===== src/rtl/uart_frame_receiver_pkg.sv =====
// Shared definitions for the 8N1 UART receiver: frame geometry and FSM state encoding.
// No logic, no latency, no flow control.
package uart_frame_receiver_pkg;

  localparam int UART_DATA_BITS = 8;

  typedef enum logic [2:0] {
    ST_IDLE      = 3'd0,
    ST_START     = 3'd1,
    ST_DATA      = 3'd2,
    ST_STOP      = 3'd3,
    ST_WAIT_IDLE = 3'd4
  } rx_state_e;

endpackage


===== src/rtl/uart_frame_receiver_sync_2ff.sv =====
// Generic two-flop synchroniser for an asynchronous single-bit input, with a chosen reset value.
// Latency: 2 clk_in cycles; no flow control.
module uart_frame_receiver_sync_2ff #(
  parameter logic RESET_VAL = 1'b0
) (
  input  logic clk_in,
  input  logic reset,
  input  logic async_in,
  output logic sync_out
);

  logic meta_q, meta_d;
  logic sync_q, sync_d;

  always_comb begin
    meta_d = async_in;
    sync_d = meta_q;
  end

  always_ff @(posedge clk_in) begin
    if (reset) begin
      meta_q <= RESET_VAL;
      sync_q <= RESET_VAL;
    end else begin
      meta_q <= meta_d;
      sync_q <= sync_d;
    end
  end

  assign sync_out = sync_q;

endmodule


===== src/rtl/uart_frame_receiver.sv =====
// 8N1 UART receiver: start detection, mid-bit sampling, byte/valid/running/error reporting.
// Latency: start seen 3 clk after the line falls; byte reported at the stop-bit sample; no backpressure.
module uart_frame_receiver
  import uart_frame_receiver_pkg::*;
#(
  parameter int CLK_DIV_COUNT = 231,
  parameter int CLK_DIV_WIDTH = 8
) (
  input  logic       clk_in,
  input  logic       reset,
  input  logic       rx_line,
  output logic [7:0] rx_data,
  output logic       rx_valid,
  output logic       rx_running,
  output logic       rx_invalid
);

  localparam int IDX_W = $clog2(UART_DATA_BITS);
  localparam logic [CLK_DIV_WIDTH-1:0] TIMER_HALF   = CLK_DIV_WIDTH'(CLK_DIV_COUNT / 2);
  localparam logic [CLK_DIV_WIDTH-1:0] TIMER_RELOAD = CLK_DIV_WIDTH'(CLK_DIV_COUNT - 1);
  localparam logic [IDX_W-1:0]         LAST_IDX     = IDX_W'(UART_DATA_BITS - 1);

  logic rxs;

  uart_frame_receiver_sync_2ff #(
    .RESET_VAL (1'b1)
  ) u_rx_sync (
    .clk_in   (clk_in),
    .reset    (reset),
    .async_in (rx_line),
    .sync_out (rxs)
  );

  rx_state_e                    state_q, state_d;
  logic [CLK_DIV_WIDTH-1:0]     timer_q, timer_d;
  logic [IDX_W-1:0]             bit_idx_q, bit_idx_d;
  logic [UART_DATA_BITS-1:0]    shift_q, shift_d;
  logic [7:0]                   rx_data_q, rx_data_d;
  logic                         rx_valid_q, rx_valid_d;
  logic                         rx_running_q, rx_running_d;
  logic                         rx_invalid_q, rx_invalid_d;
  logic                         tick;

  assign tick = (timer_q == '0);

  always_comb begin
    state_d      = state_q;
    timer_d      = timer_q;
    bit_idx_d    = bit_idx_q;
    shift_d      = shift_q;
    rx_data_d    = rx_data_q;
    rx_valid_d   = 1'b0;
    rx_running_d = rx_running_q;
    rx_invalid_d = rx_invalid_q;

    // Reloading on the tick itself keeps bit spacing at exactly CLK_DIV_COUNT cycles.
    if (state_q == ST_START || state_q == ST_DATA || state_q == ST_STOP) begin
      timer_d = tick ? TIMER_RELOAD : timer_q - CLK_DIV_WIDTH'(1);
    end

    case (state_q)
      ST_IDLE: begin
        if (!rxs) begin
          state_d      = ST_START;
          timer_d      = TIMER_HALF;
          rx_running_d = 1'b1;
          rx_invalid_d = 1'b0;
        end
      end
      ST_START: begin
        if (tick) begin
          if (rxs) begin
            state_d      = ST_IDLE;
            rx_running_d = 1'b0;
            rx_invalid_d = 1'b1;
          end else begin
            state_d   = ST_DATA;
            bit_idx_d = '0;
          end
        end
      end
      ST_DATA: begin
        if (tick) begin
          shift_d[bit_idx_q] = rxs;
          if (bit_idx_q == LAST_IDX) begin
            state_d = ST_STOP;
          end else begin
            bit_idx_d = bit_idx_q + IDX_W'(1);
          end
        end
      end
      ST_STOP: begin
        if (tick) begin
          rx_data_d    = shift_q;
          rx_running_d = 1'b0;
          if (rxs) begin
            state_d      = ST_IDLE;
            rx_valid_d   = 1'b1;
            rx_invalid_d = 1'b0;
          end else begin
            state_d      = ST_WAIT_IDLE;
            rx_invalid_d = 1'b1;
          end
        end
      end
      ST_WAIT_IDLE: begin
        // A held break must not look like a fresh start bit.
        if (rxs) begin
          state_d = ST_IDLE;
        end
      end
      default: begin
        state_d = ST_IDLE;
      end
    endcase
  end

  always_ff @(posedge clk_in) begin
    if (reset) begin
      state_q      <= ST_IDLE;
      timer_q      <= '0;
      bit_idx_q    <= '0;
      shift_q      <= '0;
      rx_data_q    <= 8'h00;
      rx_valid_q   <= 1'b0;
      rx_running_q <= 1'b0;
      rx_invalid_q <= 1'b0;
    end else begin
      state_q      <= state_d;
      timer_q      <= timer_d;
      bit_idx_q    <= bit_idx_d;
      shift_q      <= shift_d;
      rx_data_q    <= rx_data_d;
      rx_valid_q   <= rx_valid_d;
      rx_running_q <= rx_running_d;
      rx_invalid_q <= rx_invalid_d;
    end
  end

  assign rx_data    = rx_data_q;
  assign rx_valid   = rx_valid_q;
  assign rx_running = rx_running_q;
  assign rx_invalid = rx_invalid_q;

endmodule

===== config.mk =====
export PLATFORM = sky130hd
export DESIGN_NAME = uart_frame_receiver
export DESIGN_NICKNAME = d
export VERILOG_FILES = /design/src/rtl/uart_frame_receiver_pkg.sv /design/src/rtl/uart_frame_receiver_sync_2ff.sv /design/src/rtl/uart_frame_receiver.sv
export SDC_FILE = /design/constraint.sdc
export NUM_CORES = 1
export LEC_CHECK = 0
export CAP_MARGIN = 20
export CORE_MARGIN = 2
export CORE_UTILIZATION = 30
export DETAILED_ROUTE_END_ITERATION = 16
export SLEW_MARGIN = 20
export SYNTH_ARGS = -nofsm -noshare
export SYNTH_HDL_FRONTEND = slang
export SYNTH_SLANG_ARGS = --single-unit

===== constraint.sdc =====
create_clock -name clk_in -period 2.3 [get_ports clk_in]
set_input_delay 0.23 -clock clk_in [delete_from_list [all_inputs] [get_ports clk_in]]
set_output_delay 0.23 -clock clk_in [all_outputs]
set_load 0.02 [all_outputs]

# After elaboration in Yosys (flattened, before gate mapping)
# Cells that the tools add are included.
[word_totals]
ff_bits = 35
input_bits = 3
output_inout_bits = 11
word_cells = 76
[classes]
n_addsub = 2
magnitude_cmp = 2
n_eq_ne = 14
n_mux = 33
bitwise = 2
reduce_logical = 13
[op_table]
columns = ["operator", "n"]
rows = [
  ["$mux 3", 11],
  ["$mux 8", 4],
  ["$pmux 3 s5", 1],
  ["$ne 2x2->1 const B", 6],
  ["$mux 1", 11],
  ["$reduce_and 5->1", 2],
  ["$bwmux 8", 1],
  ["$logic_not 8->1", 1],
  ["$sub 8x1->8 const B", 1],
  ["$eq 3x2->1 const B", 2],
  ["$eq 3x3->1 const B", 2],
  ["$ne 2x1->1 const B", 3],
  ["$pmux 1 s3", 2],
  ["$pmux 3 s2", 1],
  ["$reduce_and 6->1", 1],
  ["$lt 3x4->1 const B", 1],
  ["$reduce_and 2->1", 2],
  ["$add 3x1->3 const B", 1],
  ["$demux 1 s3", 1],
  ["$eq 3x1->1 const B", 1],
  ["$ge 3x1->1 const B", 1],
  ["$logic_not 3->1", 1],
  ["$reduce_bool 3->1", 1],
  ["$reduce_or 3->1", 1],
  ["5 further kinds", 7],
]

# Logic depth before layout (Yosys ltp)
# Gate-level depths: netlist (run 1).
[logic_depth]
ltp_word = 6
mapped_depth = 6
ltp_nobuf = 5

# By module
# From an unflattened synthesis (run 1), not the netlist that was laid out.
[hier_totals]
hier_cells = 167
area_unflattened_um2 = 1607.8
[by_module_without_submodules]
columns = ["module", "n_inst", "cells_per_inst", "area_each_um2", "seq_area_each_um2"]
rows = [
  ["uart_frame_receiver", 1, 163, 1555.2, 660.6],
  ["uart_frame_receiver_sync_2ff", 1, 4, 52.6, 40.0],
]

# Worst setup path after synthesis (run 1)
# Ideal clock, no wire load.
[synth_timing]
kind = "register to register"
from = "register timer_q[0]"
to = "register shift_q[2]"
setup_time_ns = 0.073
arrival_time_ns = 1.618
required_time_ns = 2.227
slack_ns = 0.609
stages_incl_launch_ff = 6
n_path_buf = 0
synth_period_minus_slack_ns = 1.691
path_cell_list = "dfxtp_1 -> inv_1 -> ha_1 -> or4bb_1 -> nor4_2 -> mux2i_1"
[synth_between]
elab_chain_cells = 2
[synth_rtl]
columns = ["element", "line", "text"]
rows = [
  ["start, declared", "uart_frame_receiver.sv:35", "logic [CLK_DIV_WIDTH-1:0] timer_q, timer_d;"],
  ["start signal, assigned", "uart_frame_receiver.sv:130", "timer_q <= timer_d;"],
  ["$logic_not 8->1", "uart_frame_receiver.sv:44", "assign tick = (timer_q == '0);"],
  ["$reduce_and 2->1 (no source line)", "-", ""],
  ["end signal, assigned", "uart_frame_receiver.sv:132", "shift_q <= shift_d;"],
  ["end, declared", "uart_frame_receiver.sv:37", "logic [UART_DATA_BITS-1:0] shift_q, shift_d;"],
]
# Every way passes these cells.
# A chain may end at the register's enable or synchronous reset.

# Worst setup path in the final report (run 1)
[layout_timing]
from = "register timer_q[5]"
to = "register rx_running_q (netlist: rx_running)"
[layout_between]
elab_chain_cells = 3
word_cells_on_any_way = 4
classes_between = "eq/ne: 2; reduce/logical: 2"
[layout_rtl]
columns = ["element", "line", "text"]
rows = [
  ["$logic_not 8->1 *", "uart_frame_receiver.sv:44", ""],
  ["$ne 2x2->1 (no source line)", "-", ""],
  ["$reduce_and 5->1 (no source line) *", "-", ""],
  ["end signal, assigned", "uart_frame_receiver.sv:135", "rx_running_q <= rx_running_d;"],
  ["end, declared", "uart_frame_receiver.sv:40", "logic rx_running_q, rx_running_d;"],
]
# Mark *: on every way between the ends. The rest lies on a longest branch, timed or not.

==> results of run 1 <==
-- critical path, delay by kind of cell, from the launching register on --
family | cells | cell delay, ns
AND/OR/NAND/NOR | 1 | 0.88
AO/OA/AOI/OAI | 2 | 0.55
flip-flops | 1 | 0.36
-- sequential cells by signal, indices dropped and copies added (netlist names) --
name                cells
timer_q                 8
rx_valid                1
u_rx_sync.meta_q        1
shift_q                 8
bit_idx_q               3
rx_running              1
rx_invalid              1
u_rx_sync.sync_out      1
rx_data                 8
state_q                 3
-- cell families (layout without fill, tap and decap cells) --
group,count (synthesis),count (layout),synth area share
AO/OA/AOI/OAI,50,50,0.188
adder cells (fa/ha/maj),4,4,0.0260
buffers and inverters,28,39,0.0740
flip-flops,35,35,0.384
multiplexers,8,8,0.0439
AND/OR/NAND/NOR,77,77,0.284
-- final cells by class --
class	count	area [µm²]	share of cell area
tap	75	93.8	0.0444
clock buffer	8	100	0.0473
timing repair buffer	20	183	0.0864
inverter	11	41.3	0.0195
sequential	35	701	0.331
multi-input combinational	139	996	0.471
-- power groups by stage --
stage | Clock [mW] | Sequential (mW) | Combinational, mW
6_report | 0.486 | 0.651 | 0.260
5_1_grt | 0.524 | 0.654 | 0.284
4_1_cts | 0.499 | 0.650 | 0.256
3_5_place_dp | 0 | 0.664 | 0.254
3_3_place_gp | 0 | 0.663 | 0.252
2_1_floorplan | 0 | 0.651 | 0.205
-- worst paths after layout --
kind | cells after the start | slack [ns] | startpoint | end
worst max-delay path | 3 | 0.37 | timer_q[5] | rx_running
worst min-delay path | 1 | 0.41 | u_rx_sync.meta_q | u_rx_sync.sync_out
worst max register to register | 3 | 0.37 | timer_q[5] | rx_running
worst min register to register | 1 | 0.41 | u_rx_sync.meta_q | u_rx_sync.sync_out
-- cells in the mapped netlist (2+ instances only) --
cell type and number:
dfxtp_1 35, a31oi_1 4, inv_1 11, nand3_1 2, nor4_1 4, ha_1 3
nor4b_1 3, and2_1 2, o21ai_0 4, mux2i_1 8, nor2_1 5, nor3b_1 3
a211oi_1 3, nand2_1 14, clkbuf_1 8, a311oi_1 2, nor4_2 4, nor4b_2 2
or3_1 4, or4_1 4, or2_2 3, nor3_1 4, nand4_1 11, and4_1 2
buf_6 3, o31ai_1 10, o2111ai_1 2, buf_2 6, o32ai_1 2, a21oi_1 14
-- metrics by stage --
| step | power [mW] | hold WS (ns) | setup slack (ns) |
|---|---|---|---|
| global route | 1.46 | 0.433 | 0.213 |
| detailed placement | 0.918 | 0.399 | 0.390 |
| finish | 1.40 | 0.414 | 0.367 |
| global placement | 0.915 | 0.392 | 0.427 |
| CTS | 1.40 | 0.416 | 0.372 |
| floorplan | 0.856 | 0.334 | 0.609 |
-- per-layer routing --
metal | routed length, µm | share of wire
met5 | 0 | 0
met4 | 21 | 0.0050
met3 | 181 | 0.043
met2 | 1950 | 0.46
met1 | 2040 | 0.49
==> results.py, run 1 <==
metrics = {
    "layout": {
        "fill_cells": 612,
        "drive_gt1_frac": 0.136,
        "layout_commonest_cell": "dfxtp_1",
        "diodes": 0,
        "layout.nets": 218,
        "fin_cells": 288,
        "most-common-layout-cells": "35 x dfxtp_1, 14 x a21oi_1, 14 x nand2_1",
        "design_area_um2": 2110,
        "syn2layout_area_growth_pct": 15.8,
        "postLayoutCoreUtil": 0.359,
    },
    "place": {
        "gp_congestion": 0.794,
        "post_dp_cell_area_um2": 2010,
        "hpwl_um": 2870,
        "dp_cells": 280,
        "port_buffers": 13,
    },
    "setup_path": {
        "cp.arrival_ns": 2.08,
        "required_ns": 2.45,
        "crit_type": "reg -> reg",
        "end_kind": "flip-flop",
        "slowest_stage": "or4_1",
        "cpPeakStageDelay_ns": 0.88,
        "crit_fanout": 17,
        "path_cells": "or4_1, o41ai_1, a21oi_1",
        "critPathLaunchType": "flip-flop",
    },
    "yosys": {
        "yosysWarnings": 0,
        "synth_edf_count": 0,
        "avgSynthCellArea_um2": 9.04,
        "syn_area_um2": 1830,
        "synth.area.top_cells": "dfxtp_1 38%, mux2i_1 4.4%, o31ai_1 4.1%",
        "synth_ff_type": "dfxtp_1",
        "synth_top_area_frac": 0.384,
        "yosys.area.top_type": "dfxtp_1",
        "ys_ff_latch": 35,
        "synth.distinct_cells": 50,
        "async_reset_ff_frac": 0,
        "ys_seq_area_frac": 0.384,
        "syn_nets": 208,
        "netlist_instances": 202,
    },
    "die": {
        "fp.coreArea_um2": 5890,
        "initial_utilization": 0.310,
        "die-area_um2": 6720,
        "die_w_um": 82.0,
        "die_y_um": 82.0,
        "io_pins": 14,
        "num_rows": 28,
    },
    "job": {
        "maxCapViolCount": 0,
    },
    "cts": {
        "cts_repair_resize_count": 0,
        "clk_latency_ns": 0.28,
        "clock_sinks": 35,
        "clkTransAtPathRegs_ns": 0.07,
        "cts_root_buf": "clkbuf_8",
        "cts_setup_buffers": 0,
        "cts_buffer_depth": 2,
        "htree_levels": 2,
        "ctsHoldBuffers": 0,
        "cts_made_buffers": 5,
        "cts_tree": "done",
    },
    "status": {
        "status": "complete, no violations",
    },
    "global_route": {
        "met2_usage": 0.197,
        "grtUsageTotal": 0.132,
        "met1_usage": 0.188,
        "busiest_layer": "met2",
        "grt_pass1_wl_um": 6930,
        "grt_max_degree": 22,
        "grt-ovfl-total": 0,
        "first_global_vias": 1433,
        "antenna_found_initial": 0,
        "use_met3": 0.0297,
    },
    "drt": {
        "ant_nets": 0,
        "routedWlPerCell_um": 14.6,
        "remaining_drc_errors": 0,
        "routed_via_density": 5.53,
        "drt_first_pass_iters": 4,
        "drt-total-wl_um": 4190,
        "drt_iter0_drc": 90,
        "num_vias": 1594,
    },
    "pwr": {
        "internal_power_uw": 990,
        "p_sw_uw": 407,
        "cellPowerDensity_nw_per_um2": 661,
        "clkPwrFrac": 0.348,
        "leakage_nw": 0.704,
        "power_frac_comb": 0.186,
        "peakVddDrop_mv": 0.399,
        "p_seq_frac": 0.466,
        "swShare": 0.292,
    },
    "timing": {
        "max_slew_margin": 0.448,
        "rsz0062_at_grt": "no",
        "post-route-period-util": 0.840,
        "slew_viol_final": 0,
        "worstMarginPinSlew_ns": 0.821,
        "max_freq_mhz": 517,
        "finalSetupViolations": 0,
        "finalHoldViolations": 0,
        "fin_crit_ns": 1.93,
        "final.setup_skew_ns": 0.00629,
        "fin_tns_setup_ns": 0,
    },
    "worst_hold_path": {
        "hold_class": "reg -> reg",
    },
}
(Power assumes the default switching activity.)
==> run 2, diff against run 1 <==
- clock period: 2.3 -> 1.7 ns (I/O delays scaled with it)
==> results.py, run 2 (synthesis results as in run 1) <==
metrics = {
    "worst_hold_path": {
        "hold_class": "reg -> reg",
        "holdCritStartpoint": "u_rx_sync.meta_q",
        "hold_path_end": "u_rx_sync.sync_out",
        "min_path_cells": 1,
    },
    "layout": {
        "drive_gt1_frac": 0.251,
        "diodes": 0,
        "syn2layout_area_growth_pct": 30.1,
        "seqCellArea_um2": 702,
        "most-common-layout-cells": "34 x dfxtp_1, 27 x buf_4, 14 x a21oi_1, 14 x nand2_1, 13 x clkdlybuf4s50_1",
        "layout.nets": 240,
        "fin_cells": 310,
        "layout_commonest_cell": "dfxtp_1",
        "fill_cells": 602,
        "multi_input_area_um2": 1060,
    },
    "timing": {
        "rsz0062_at_grt": "yes",
        "worstMarginPinSlew_ns": 0.386,
        "post-route-period-util": 0.963,
        "max_freq_mhz": 611,
        "slew_viol_final": 0,
        "final.setup_skew_ns": 0.00933,
        "finalHoldViolations": 0,
        "hold_ws_ns": 0.411,
        "finalSetupViolations": 0,
        "max_slew_margin": 0.739,
        "fin_crit_ns": 1.64,
    },
    "global_route": {
        "first_global_vias": 1501,
        "grt-ovfl-total": 0,
        "grtUsageTotal": 0.144,
        "grt_max_degree": 22,
        "antenna_found_initial": 0,
        "grt_pass1_wl_um": 7330,
    },
    "die": {
        "die_w_um": 82.0,
        "initial_utilization": 0.310,
        "die_y_um": 82.0,
        "fp.coreArea_um2": 5890,
        "io_pins": 14,
        "num_rows": 28,
        "die-area_um2": 6720,
    },
    "pwr": {
        "leakage_nw": 0.858,
        "cellPowerDensity_nw_per_um2": 905,
        "peakVddDrop_mv": 0.524,
    },
    "setup_path": {
        "path_delay_family": "simple AND/OR/NAND/NOR gates",
        "path_cells": "inv_2, ha_4, or3b_4, or4_1, a31oi_1",
        "r2r-end": "timer_q[4]",
        "end_kind": "flip-flop",
        "crit_buf_inv": 1,
        "cp.arrival_ns": 1.86,
        "crit_fanout": 4,
        "slowest_stage": "or4_1",
        "worstReg2RegStart": "timer_q[0]",
        "crit_type": "reg -> reg",
        "critPathLaunchType": "flip-flop",
        "worstRegToRegCells": 5,
        "cpPeakStageDelay_ns": 0.52,
        "reg2reg_setup_slack_ns": 0.06,
        "required_ns": 1.92,
    },
    "drt": {
        "drt_first_pass_iters": 4,
        "drt_iter0_drc": 80,
        "routedWlPerCell_um": 14.3,
        "remaining_drc_errors": 0,
        "routed_via_density": 5.28,
        "num_vias": 1638,
        "ant_nets": 0,
        "drt-total-wl_um": 4430,
    },
    "cts": {
        "ctsHoldBuffers": 0,
        "clk_latency_ns": 0.29,
        "cts_tree": "done",
        "clkTransAtPathRegs_ns": 0.08,
        "cts_root_buf": "clkbuf_8",
        "clock_sinks": 35,
        "htree_levels": 2,
        "cts_made_buffers": 5,
        "cts_buffer_depth": 2,
    },
    "place": {
        "port_buffers": 13,
        "hpwl_um": 3100,
        "gp_congestion": 0.818,
        "dp_cells": 301,
    },
    "status": {
        "status": "complete, no violations",
    },
    "job": {
        "maxCapViolCount": 0,
    },
}
-- run 2: cell types whose count changed in the layout (fill, tap and decap cells not counted), moves of 2 or more --
cell / delta
nor4_2: -2
inv_2: +2
nor4_4: +2
inv_1: -2
buf_4: +20
-- run 2: per-layer routing --
layer / part of all wire / GRT usage
met5: 0 / 0
met4: 0.011 / 0.0400
met3: 0.024 / 0.0374
met2: 0.48 / 0.232
met1: 0.49 / 0.189
-- run 2: final cells by class --
| type | instances | area share |
|---|---|---|
| Multi-Input combinational cell | 139 | 0.445 |
| Clock buffer | 6 | 0.0348 |
| Timing Repair Buffer | 42 | 0.153 |
| Inverter | 11 | 0.0174 |
| Clock inverter | 2 | 0.0148 |
| Tap cell | 75 | 0.0395 |
| Sequential cell | 35 | 0.296 |
-- run 2: how the worst max path moves through the flow --
stage / from / end / slack (ns) / depth (start not counted)
3_5_place_dp: timer_q[0] / shift_q[6] / -0.04 / 5
5_1_grt: timer_q[1] / timer_q[4] / -0.01 / 5
2_1_floorplan: timer_q[0] / shift_q[2] / 0.009 / 5
6_report: timer_q[0] / timer_q[4] / 0.06 / 5
4_1_cts: timer_q[0] / shift_q[6] / -0.01 / 5
3_3_place_gp: timer_q[0] / shift_q[6] / 0.01 / 5
-- run 2: repair_timing --
action	4_1_cts	5_1_grt
resized for setup	2	11
setup buffers	0	1
setup endpoints to repair	3	14
pin swaps	0	4
-- run 2: metrics by stage --
step                power (mW)  TNS [ns]  worst slack, ns  utilization  cell area [µm²]
floorplan                 1.16         0          0.00879            -             1830
global placement          1.35         0           0.0115        0.371             2180
detailed placement        1.35   -0.0690          -0.0377        0.371             2180
CTS                       2.13   -0.0198          -0.0130        0.392             2310
global route              2.25   -0.0155          -0.0112        0.403             2370
finish                    2.15         0           0.0624        0.403             2370
-- run 2: worst register-to-register path: stages, from the launching register on --
cell and delay (ns):
dfxtp_1 0.33, inv_2 0.07, ha_4 0.13, or3b_4 0.39
or4_1 0.52, a31oi_1 0.13
-- run 2: where the power goes --
group          internal [mW]  total, mW  switching (mW)
clock                  0.474      0.778           0.304
combinational          0.228      0.509           0.281
sequential             0.843      0.863          0.0198
total                   1.55       2.15           0.604
==> run 3, diff against run 2 <==
- CORE_ASPECT_RATIO: unset -> 1.2
- MAX_ROUTING_LAYER: unset -> met4
==> results.py, run 3 (synthesis results as in run 1) <==
metrics = {
    "setup_path": {
        "cp-endpoint": "timer_q[4]",
        "worstReg2RegStart": "timer_q[0]",
        "path_delay_family": "simple AND/OR/NAND/NOR gates",
        "critPathLaunchType": "flip-flop",
        "crit_fanout": 4,
        "crit_type": "reg -> reg",
        "cpPeakStageDelay_ns": 0.47,
        "slowest_stage": "or4_1",
        "crit_path_start": "timer_q[0]",
        "required_ns": 1.93,
        "end_kind": "flip-flop",
        "cp.arrival_ns": 1.88,
        "cp.depth": 5,
        "crit_buf_inv": 1,
        "path_cells": "inv_1, ha_4, or3b_4, or4_1, a31oi_1",
        "r2r-end": "timer_q[4]",
        "reg2reg_setup_slack_ns": 0.05,
        "worstRegToRegCells": 5,
    },
    "drt": {
        "remaining_drc_errors": 0,
        "ant_nets": 0,
        "routedWlPerCell_um": 14.5,
        "num_vias": 1660,
        "routed_via_density": 5.29,
        "drt_first_pass_iters": 4,
        "drt_iter0_drc": 90,
        "drt-total-wl_um": 4560,
    },
    "timing": {
        "finalSetupViolations": 0,
        "rsz0062_at_grt": "yes",
        "slew_viol_final": 0,
        "hold_ws_ns": 0.410,
        "post-route-period-util": 0.972,
        "fin_tns_setup_ns": 0,
        "fin_crit_ns": 1.65,
        "worstMarginPinSlew_ns": 0.384,
        "max_freq_mhz": 605,
        "finalHoldViolations": 0,
        "final.setup_skew_ns": 0.0107,
        "max_slew_margin": 0.740,
    },
    "cts": {
        "cts_made_buffers": 5,
        "htree_levels": 2,
        "clock_sinks": 35,
        "clkTransAtPathRegs_ns": 0.08,
        "cts_buffer_depth": 2,
        "clk_latency_ns": 0.30,
        "cts_setup_buffers": 0,
        "ctsHoldBuffers": 0,
        "cts_root_buf": "clkbuf_8",
        "cts_tree": "done",
    },
    "layout": {
        "drive_gt1_frac": 0.228,
        "layout.nets": 237,
        "syn2layout_area_growth_pct": 30.2,
        "layout_commonest_cell": "dfxtp_1",
        "fin_cells": 314,
        "diodes": 0,
        "most-common-layout-cells": "35 x dfxtp_1, 24 x buf_4, 14 x a21oi_1, 14 x nand2_1, 13 x clkdlybuf4s50_1",
    },
    "pwr": {
        "leakage_nw": 0.846,
        "cellPowerDensity_nw_per_um2": 951,
        "peakVddDrop_mv": 0.395,
        "p_total_mw": 2.26,
    },
    "die": {
        "die_w_um": 75.2,
        "die_y_um": 89.5,
        "fp.coreArea_um2": 5970,
        "num_rows": 31,
        "initial_utilization": 0.306,
        "die-area_um2": 6730,
        "io_pins": 14,
    },
    "place": {
        "dp_cells": 306,
        "hpwl_um": 3070,
        "port_buffers": 13,
        "gp_congestion": 0.793,
    },
    "global_route": {
        "grt_pass1_wl_um": 7450,
        "grtUsageTotal": 0.150,
        "grt-ovfl-total": 0,
        "grt_max_degree": 22,
        "first_global_vias": 1562,
        "antenna_found_initial": 0,
    },
    "worst_hold_path": {
        "min_path_cells": 1,
        "hold_class": "reg -> reg",
    },
    "status": {
        "status": "complete, no violations",
    },
    "job": {
        "maxCapViolCount": 0,
    },
}
==> run 3: repair_timing <==
item,4_1_cts,5_1_grt
gates cloned,0,0
setup endpoints to repair,3,18
pin swaps,0,2
resized for setup,2,8
==> run 3: worst min path at each step <==
stage                                     to              from  slack (ns)
final                     u_rx_sync.sync_out  u_rx_sync.meta_q        0.41
after CTS                 u_rx_sync.sync_out  u_rx_sync.meta_q        0.41
after floorplan             u_rx_sync.meta_q           rx_line        0.27
after global placement    u_rx_sync.sync_out  u_rx_sync.meta_q        0.39
after global routing      u_rx_sync.sync_out  u_rx_sync.meta_q        0.41
after detailed placement  u_rx_sync.sync_out  u_rx_sync.meta_q        0.40
==> run 3: metal layers <==
| metal | part of all wire | GRT usage | wire length (µm) |
|---|---|---|---|
| met1 | 0.45 | 0.179 | 2060 |
| met2 | 0.49 | 0.240 | 2230 |
| met3 | 0.031 | 0.0338 | 143 |
| met4 | 0.026 | 0.0702 | 119 |
| met5 | 0 | - | 0 |
==> run 3: cell type report <==
| class | count | area (µm²) |
|---|---|---|
| well taps | 82 | 103 |
| inverters | 11 | 41.3 |
| flip-flops and latches | 35 | 701 |
| fillers | 634 | 3600 |
| repair buffers | 39 | 342 |
| multi-input cells | 139 | 1060 |
| clock buffers | 6 | 72.6 |
| clock inverters | 2 | 60.1 |
==> run 3: report_power, final <==
group | internal (mW) | switching (mW) | leakage [nW] | total [mW]
logic | 0.215 | 0.270 | 0.497 | 0.485
registers | 0.843 | 0.0217 | 0.284 | 0.864
clock network | 0.587 | 0.323 | 0.0654 | 0.909
==> run 3: metrics by stage <==
stage / cell area (µm²) / util / setup slack [ns]
after global routing: 2380 / 0.398 / -0.00440
after global placement: 2180 / 0.365 / 0.0000844
after detailed placement: 2180 / 0.365 / -0.0427
after floorplan: 1830 / - / 0.00879
final: 2380 / 0.398 / 0.0475
after CTS: 2320 / 0.389 / -0.0205
